## config.mk

```make
export PLATFORM = sky130hd
export DESIGN_NAME = pipelined_addsub
export DESIGN_NICKNAME = d
export VERILOG_FILES = /design/src/rtl/pipelined_addsub.sv
export SDC_FILE = /design/constraint.sdc
export NUM_CORES = 1
export LEC_CHECK = 0
export ABC_AREA = 1
export CAP_MARGIN = 0
export CORE_UTILIZATION = 33
export DETAILED_ROUTE_END_ITERATION = 16
export PLACE_DENSITY = 0.54
export REMOVE_ABC_BUFFERS = 1
export SYNTH_ARGS = -nofsm -noshare
export SYNTH_HDL_FRONTEND = slang
export SYNTH_SLANG_ARGS = --single-unit
```

## constraint.sdc

```tcl
create_clock -name clk -period 16.35 [get_ports clk]
set_input_delay 4.905 -clock clk [delete_from_list [all_inputs] [get_ports clk]]
set_output_delay 4.905 -clock clk [all_outputs]
set_load 0.005 [all_outputs]
```

## src/rtl/pipelined_addsub.sv

```systemverilog
// ============================================================================
// pipelined_addsub: W-bit add/subtract split into STAGES carry-rippled chunks,
// with a valid/ready handshake and whole-pipeline stall. Rev 1.0
// ============================================================================
`default_nettype none

module pipelined_addsub #(
    parameter int W      = 64,
    parameter int STAGES = 4
) (
    input  logic         clk,
    input  logic         rst,
    input  logic         in_valid,
    output logic         in_ready,
    input  logic [W-1:0] a,
    input  logic [W-1:0] b,
    input  logic         cin,
    input  logic         sub,
    output logic         out_valid,
    input  logic         out_ready,
    output logic [W-1:0] sum,
    output logic         carry,
    output logic         overflow
);

    localparam int CW = W / STAGES;

    logic [STAGES-1:0] vld_q, vld_d;
    logic [STAGES-1:0] cy_q, cy_d;
    logic [W-1:0]      opa_q [STAGES];
    logic [W-1:0]      opa_d [STAGES];
    logic [W-1:0]      opb_q [STAGES];
    logic [W-1:0]      opb_d [STAGES];
    logic [W-1:0]      res_q [STAGES];
    logic [W-1:0]      res_d [STAGES];

    logic              stall;
    logic [W-1:0]      b_cond;
    logic              c_cond;
    logic [CW:0]       chunk;

    assign stall    = vld_q[STAGES-1] && !out_ready;
    assign in_ready = !stall;
    assign b_cond   = b ^ {W{sub}};
    assign c_cond   = cin ^ sub;

    // Each stage adds its own chunk; operands and finished chunks ride along.
    // Data only moves with a valid beat so the output stage holds after a drain.
    always_comb begin
        vld_d = vld_q;
        cy_d  = cy_q;
        opa_d = opa_q;
        opb_d = opb_q;
        res_d = res_q;
        chunk = '0;
        if (!stall) begin
            vld_d[0] = in_valid;
            if (in_valid) begin
                chunk          = {1'b0, a[CW-1:0]} + {1'b0, b_cond[CW-1:0]}
                               + {{CW{1'b0}}, c_cond};
                opa_d[0]       = a;
                opb_d[0]       = b_cond;
                res_d[0]       = '0;
                res_d[0][CW-1:0] = chunk[CW-1:0];
                cy_d[0]        = chunk[CW];
            end
            for (int k = 1; k < STAGES; k++) begin
                vld_d[k] = vld_q[k-1];
                if (vld_q[k-1]) begin
                    chunk    = {1'b0, opa_q[k-1][k*CW +: CW]}
                             + {1'b0, opb_q[k-1][k*CW +: CW]}
                             + {{CW{1'b0}}, cy_q[k-1]};
                    opa_d[k] = opa_q[k-1];
                    opb_d[k] = opb_q[k-1];
                    res_d[k] = res_q[k-1];
                    res_d[k][k*CW +: CW] = chunk[CW-1:0];
                    cy_d[k]  = chunk[CW];
                end
            end
        end
    end

    always_ff @(posedge clk or posedge rst) begin
        if (rst) begin
            vld_q <= '0;
            cy_q  <= '0;
            for (int k = 0; k < STAGES; k++) begin
                opa_q[k] <= '0;
                opb_q[k] <= '0;
                res_q[k] <= '0;
            end
        end else begin
            vld_q <= vld_d;
            cy_q  <= cy_d;
            opa_q <= opa_d;
            opb_q <= opb_d;
            res_q <= res_d;
        end
    end

    assign out_valid = vld_q[STAGES-1];
    assign sum       = res_q[STAGES-1];
    assign carry     = cy_q[STAGES-1];
    assign overflow  = (opa_q[STAGES-1][W-1] == opb_q[STAGES-1][W-1])
                    && (res_q[STAGES-1][W-1] != opa_q[STAGES-1][W-1]);

endmodule

`default_nettype wire

```

==> out/metrics.cfg, run 1 <==
[outcome]
status = finished clean

[global_route]
grt_max_degree = 120
grt_overflow = 0
grt_pass1_wl_um = 71900
grt_pass1_vias = 14000
track_usage_pct = 15.8
antenna_found_initial = 1

[floorplanning]
dieHeight_um = 237
dieArea_um2 = 56100
fp.dieW_um = 237
core_area_um2 = 54100
fp-row-count = 85
start_util_pct = 33.6
ios = 202

[finish]
final_nets = 2585
final_common_cell = nand2_1
drive_gt1_share_pct = 4.27
fill_cells = 5556
syn2layout_area_growth_pct = 19.0
antenna_cells = 0
final_util_pct = 40.0
multi_input_area_um2 = 7390
mostFrequentLayoutCells = nand2_1, dfrtp_1, inv_1
postLayoutCellArea_um2 = 21600
seq_area_um2 = 9060
layout.cells.non_filler = 3111

[run]
cap_violations = 0

[power_and_ir_drop]
power.total_mw = 3.81
p_switching_mw = 1.44
combinationalPowerShare_pct = 38.3
power.internal_mw = 2.37
leakage_nw = 11.1
clockPowerShare_pct = 23.8
p_seq_share_pct = 37.9
peakVddDrop_v = 0.000106
p_sw_share_pct = 37.7
power_density_nw_per_um2 = 176

[sta]
setup_viol = 0
finalSetupTns_ns = 0
grt_setup_unrepaired = no
whs_ns = 0.466
finClkSkew_ns = 0.0114
fin_crit_ns = 11.09
maxSlewHeadroom_pct = 28.5
worst_pin_slew_ns = 1.07
setup_ws_ns = 5.26
fmax_mhz = 90.2
slew_viol_final = 0
finalHoldViolations = 0
min_period_over_period_pct = 67.8

[synthesis]
ys_seq_area_share_pct = 49.8
synth_cell_types = 29
synth_area_per_cell_um2 = 8.01
yosysWarnings = 0
syn_area_um2 = 18200
synth_seq_cells = 362
synthesis.instances = 2271

[clock_tree]
cts-resized-gates = 0
clkLatencyLatePin_ns = 0.56
cts_hold_buf = 0
cts_buffers = 42
cts.clk_slew.worst_paths_ns = 0.05
cts_buffer_depth = 3
h-tree-depth = 2
cts_tree = yes
cts_num_sinks = 362
postCtsSetupBuffers = 0
cts_root_buf = clkbuf_16

[min_path]
hp-class = flip-flop to flip-flop

[drt]
num_vias = 14000
wl_per_cell_um = 13.8
drc = 0
drt_iter0_drc = 743
wl_um = 43100
antenna_left = 0
firstDrtPassIters = 5
via_per_inst = 4.50

[placed_design]
place_ws_ns = 5.25
place_congestion = 0.841
place_area_um2 = 20300
dp_hpwl_um = 28700
port_buffers = 201
dp_cells = 3035

[setup_path]
critPathLaunchType = primary input
cp.arrival_ns = 6.18
endpoint_kind = primary output
crit_type = primary input to primary output
path_max_fanout = 6
cp_data_required_time_ns = 11.44

==> worst max-delay path, cell delays in order <==
cell,delay [ns]
clkdlybuf4s50_1,0.57
nor2_8,0.08
inv_2,0.11
clkdlybuf4s50_1,0.51
==> power by group through the flow <==
| stage | clock, mW | combinational (mW) | sequential [mW] |
|---|---|---|---|
| finish | 0.905 | 1.46 | 1.44 |
| global placement | 0 | 1.46 | 1.45 |
| CTS | 0.940 | 1.49 | 1.45 |
| global route | 0.973 | 1.70 | 1.49 |
| floorplan | 0 | 0.967 | 1.42 |
| detailed placement | 0 | 1.48 | 1.46 |
==> cell families (layout without fill, tap and decap cells) <==
group	count (synthesis)	in the layout	share of synthesized area, %
flip-flops	362	362	49.8
AND/OR/NAND/NOR	1157	1157	25.4
adder cells (fa/ha/maj)	68	68	5.01
XOR/XNOR	80	80	3.85
AO/OA/AOI/OAI	229	229	6.33
buffers and inverters	375	519	9.60
==> cell usage after synthesis (all sizes together) <==
| cell | count | area share [%] |
|---|---|---|
| dfrtp | 362 | 50 |
| nor3 | 16 | 0.44 |
| a21o | 2 | 0.083 |
| inv | 230 | 4.8 |
| nand3b | 16 | 0.66 |
| nand2 | 972 | 20 |
| nand3 | 77 | 2.1 |
| o21ai | 196 | 5.4 |
| a21oi | 31 | 0.85 |
| or2 | 18 | 0.62 |
| ha | 60 | 4.1 |
| clkbuf | 26 | 0.54 |
| xnor2 | 57 | 2.7 |
| buf | 119 | 4.3 |
| fa | 8 | 0.88 |
| xor2 | 23 | 1.1 |
| nor2 | 50 | 1.2 |
| and2 | 3 | 0.10 |
| nand4 | 5 | 0.17 |
==> sequential cells by signal, indices dropped and copies added, names as in the netlist <==
signal	count
opb_q	97
opa_q	97
vld_q	4
sum	64
cy_q	4
res_q	96
==> layout make-up <==
cell class / count / share of cell area [%]
clock buffers: 63 / 5.84
clock inverters: 13 / 0.347
inverters: 230 / 4.06
well taps: 696 / 4.02
repair buffers: 213 / 9.70
multi-input cells: 1534 / 34.2
flip-flops and latches: 362 / 41.9
==> layer usage <==
layer,GRT usage [%],wire (µm),up-vias
met4,4.51,929,2
li1,-,-,7190
met1,21.0,20600,6526
met3,3.12,1910,65
met5,0,13,-
met2,26.3,19700,220
==> path summary, 6_finish.rpt <==
check	from	endpoint	slack, ns	depth (start not counted)
worst max-delay path	out_ready	in_ready	5.26	4
worst min-delay path	res_q[132]	res_q[132]	0.47	2
worst max register to register	vld_q[3]	res_q[133]	13.83	7
worst min register to register	res_q[132]	res_q[132]	0.47	2
max in group asynchronous	rst	res_q[199]	9.94	3
min in group asynchronous	rst	opb_q[234]	4.93	2
(Power assumes the default switching activity.)
==> run 2, diff against run 1 <==
PLACE_DENSITY = 0.55   (was 0.54)
clock period = 9.9 ns   (was 16.35 ns; I/O delays follow)
==> out/metrics.cfg, run 2 (synthesis gave the netlist of run 1 again) <==
[outcome]
status = finished clean  ; unchanged

[setup_path]
endpoint_kind = primary output  ; unchanged
slowest_delay_ns = 0.57  ; about the same
crit_type = primary input to primary output  ; unchanged
crit_chain = clkdlybuf4s50_1, nor2_8, inv_2, clkdlybuf4s50_1  ; unchanged
cp.arrival_ns = 4.26  ; was 6.18 ns
slowest_stage = clkdlybuf4s50_1  ; unchanged
rr_worst_depth = 8  ; was 7
path_max_fanout = 6  ; unchanged
critPathLaunchType = primary input  ; unchanged
cp_data_required_time_ns = 6.93  ; was 11.44 ns
reg2reg_from = vld_q[3]  ; unchanged
cp_common_cell = clkdlybuf4s50_1  ; unchanged
cp-startpoint = out_ready  ; unchanged

[clock_tree]
cts_buffers = 42  ; unchanged
h-tree-depth = 2  ; unchanged
cts_num_sinks = 362  ; unchanged
cts_tree = yes  ; unchanged
cts-resized-gates = 0  ; unchanged
postCtsSetupBuffers = 0  ; unchanged
clkLatencyLatePin_ns = 0.55  ; was 0.56 ns
cts_buffer_depth = 3  ; unchanged
cts_hold_buf = 0  ; unchanged
cts.clk_slew.worst_paths_ns = 0.06  ; was 0.05 ns
cts_root_buf = clkbuf_16  ; unchanged

[floorplanning]
start_util_pct = 33.6  ; unchanged
ios = 202  ; unchanged
fp-row-count = 85  ; unchanged
core_area_um2 = 54100  ; unchanged
dieArea_um2 = 56100  ; unchanged
fp.dieW_um = 237  ; unchanged
dieHeight_um = 237  ; unchanged

[power_and_ir_drop]
clockPowerShare_pct = 25.7  ; was 23.8%
leakage_nw = 11.2  ; was 11.1 nW
power_density_nw_per_um2 = 296  ; was 176 nW/µm²
p_switching_mw = 2.39  ; was 1.44 mW
p_seq_share_pct = 37.0  ; was 37.9%
combinationalPowerShare_pct = 37.3  ; was 38.3%
peakVddDrop_v = 0.000116  ; was 0.000106 V
p_sw_share_pct = 36.9  ; was 37.7%
power.internal_mw = 4.07  ; was 2.37 mW
power.total_mw = 6.46  ; was 3.81 mW

[sta]
finClkSkew_ns = 0.00926  ; was 0.0114 ns
fmax_mhz = 138
min_period_over_period_pct = 73.0
maxSlewHeadroom_pct = 22.6  ; was 28.5%
grt_setup_unrepaired = no  ; unchanged
finalHoldViolations = 0  ; unchanged
setup_viol = 0  ; unchanged
fin_crit_ns = 7.23
slew_viol_final = 0  ; unchanged
worst_pin_slew_ns = 1.16  ; was 1.07 ns

[global_route]
grt_pass1_vias = 14400  ; was 14000
grt_pass1_wl_um = 72700  ; was 71900 µm
grt_overflow = 0  ; unchanged
grt_max_degree = 163  ; was 120
track_usage_pct = 16.0  ; was 15.8%
antenna_found_initial = 1  ; unchanged

[drt]
wl_per_cell_um = 13.8  ; about the same
via_per_inst = 4.49  ; was 4.50
firstDrtPassIters = 5  ; unchanged
antenna_left = 0  ; unchanged
num_vias = 14000  ; about the same
drt_iter0_drc = 685  ; was 743
wl_um = 43000  ; was 43100 µm
drc = 0  ; unchanged

[finish]
final_nets = 2584  ; was 2585
drive_gt1_share_pct = 4.55  ; was 4.27%
fill_cells = 5501  ; was 5556
antenna_cells = 0  ; unchanged
layout.cells.non_filler = 3111  ; unchanged
reg_top3 = opa_q (97), opb_q (97), res_q (96)  ; unchanged
mostFrequentLayoutCells = nand2_1, dfrtp_1, inv_1  ; unchanged
final_common_cell = nand2_1  ; unchanged
syn2layout_area_growth_pct = 20.1  ; was 19.0%

[placed_design]
dp_hpwl_um = 28900  ; was 28700 µm
dp_cells = 3034  ; was 3035
place_congestion = 0.840  ; was 0.841
port_buffers = 201  ; unchanged

[min_path]
min_from = res_q[194]  ; was res_q[132]
hp-class = flip-flop to flip-flop  ; unchanged
whs_path_depth = 2  ; unchanged

[run]
cap_violations = 0  ; unchanged

run 2: routing by layer:
layer	GRT usage, %	vias up	part of all wire [%]
met3	3.21	58	4.2
met5	0	-	0.030
met4	4.11	2	2.0
li1	-	7177	-
met1	21.1	6537	48
met2	26.7	205	46
run 2: stage by stage:
| step | setup WS (ns) | cell area [µm²] | utilization [%] | TNS [ns] | hold slack, ns |
|---|---|---|---|---|---|
| floorplan | -3.12 | 17300 | - | -1128.37 | 0.442 |
| detailed placement | 2.67 | 20300 | 37.5 | 0 | 0.458 |
| CTS | 2.66 | 21800 | 40.3 | 0 | 0.467 |
| global placement | 2.68 | 20300 | 37.5 | 0 | 0.453 |
| global route | 2.62 | 21800 | 40.3 | 0 | 0.487 |
| finish | 2.67 | 21800 | 40.3 | 0 | 0.466 |
run 2: area by class of cell:
type                            instances  area (µm²)  share of cell area [%]
Sequential cell                       362        9060                    41.5
Multi-Input combinational cell       1534        7390                    33.9
Clock buffer                           63        1330                    6.11
Tap cell                              696         871                    3.99
Inverter                              230         878                    4.02
Clock inverter                         14         185                   0.848
Timing Repair Buffer                  212        2120                    9.69
run 2: path summary, 6_finish.rpt:
| path | to | slack, ns |
|---|---|---|
| max reg2reg | sum[6] | 7.17 |
| min in group asynchronous | opb_q[234] | 2.82 |
| min | res_q[130] | 0.47 |
| max in group asynchronous | opb_q[215] | 5.88 |
| max | in_ready | 2.67 |
| min reg2reg | res_q[130] | 0.47 |
run 2: critical path: cells and delay by family:
family                 cells  cell delay [ns]
buffers and inverters      3             1.20
AND/OR/NAND/NOR            1             0.08
run 2: power by group through the flow:
stage	registers, mW	logic (mW)	clock network [mW]
2_1_floorplan	2.34	1.60	0
3_3_place_gp	2.41	2.40	0
3_5_place_dp	2.42	2.44	0
4_1_cts	2.40	2.45	1.71
5_1_grt	2.47	2.81	1.77
6_report	2.39	2.41	1.66
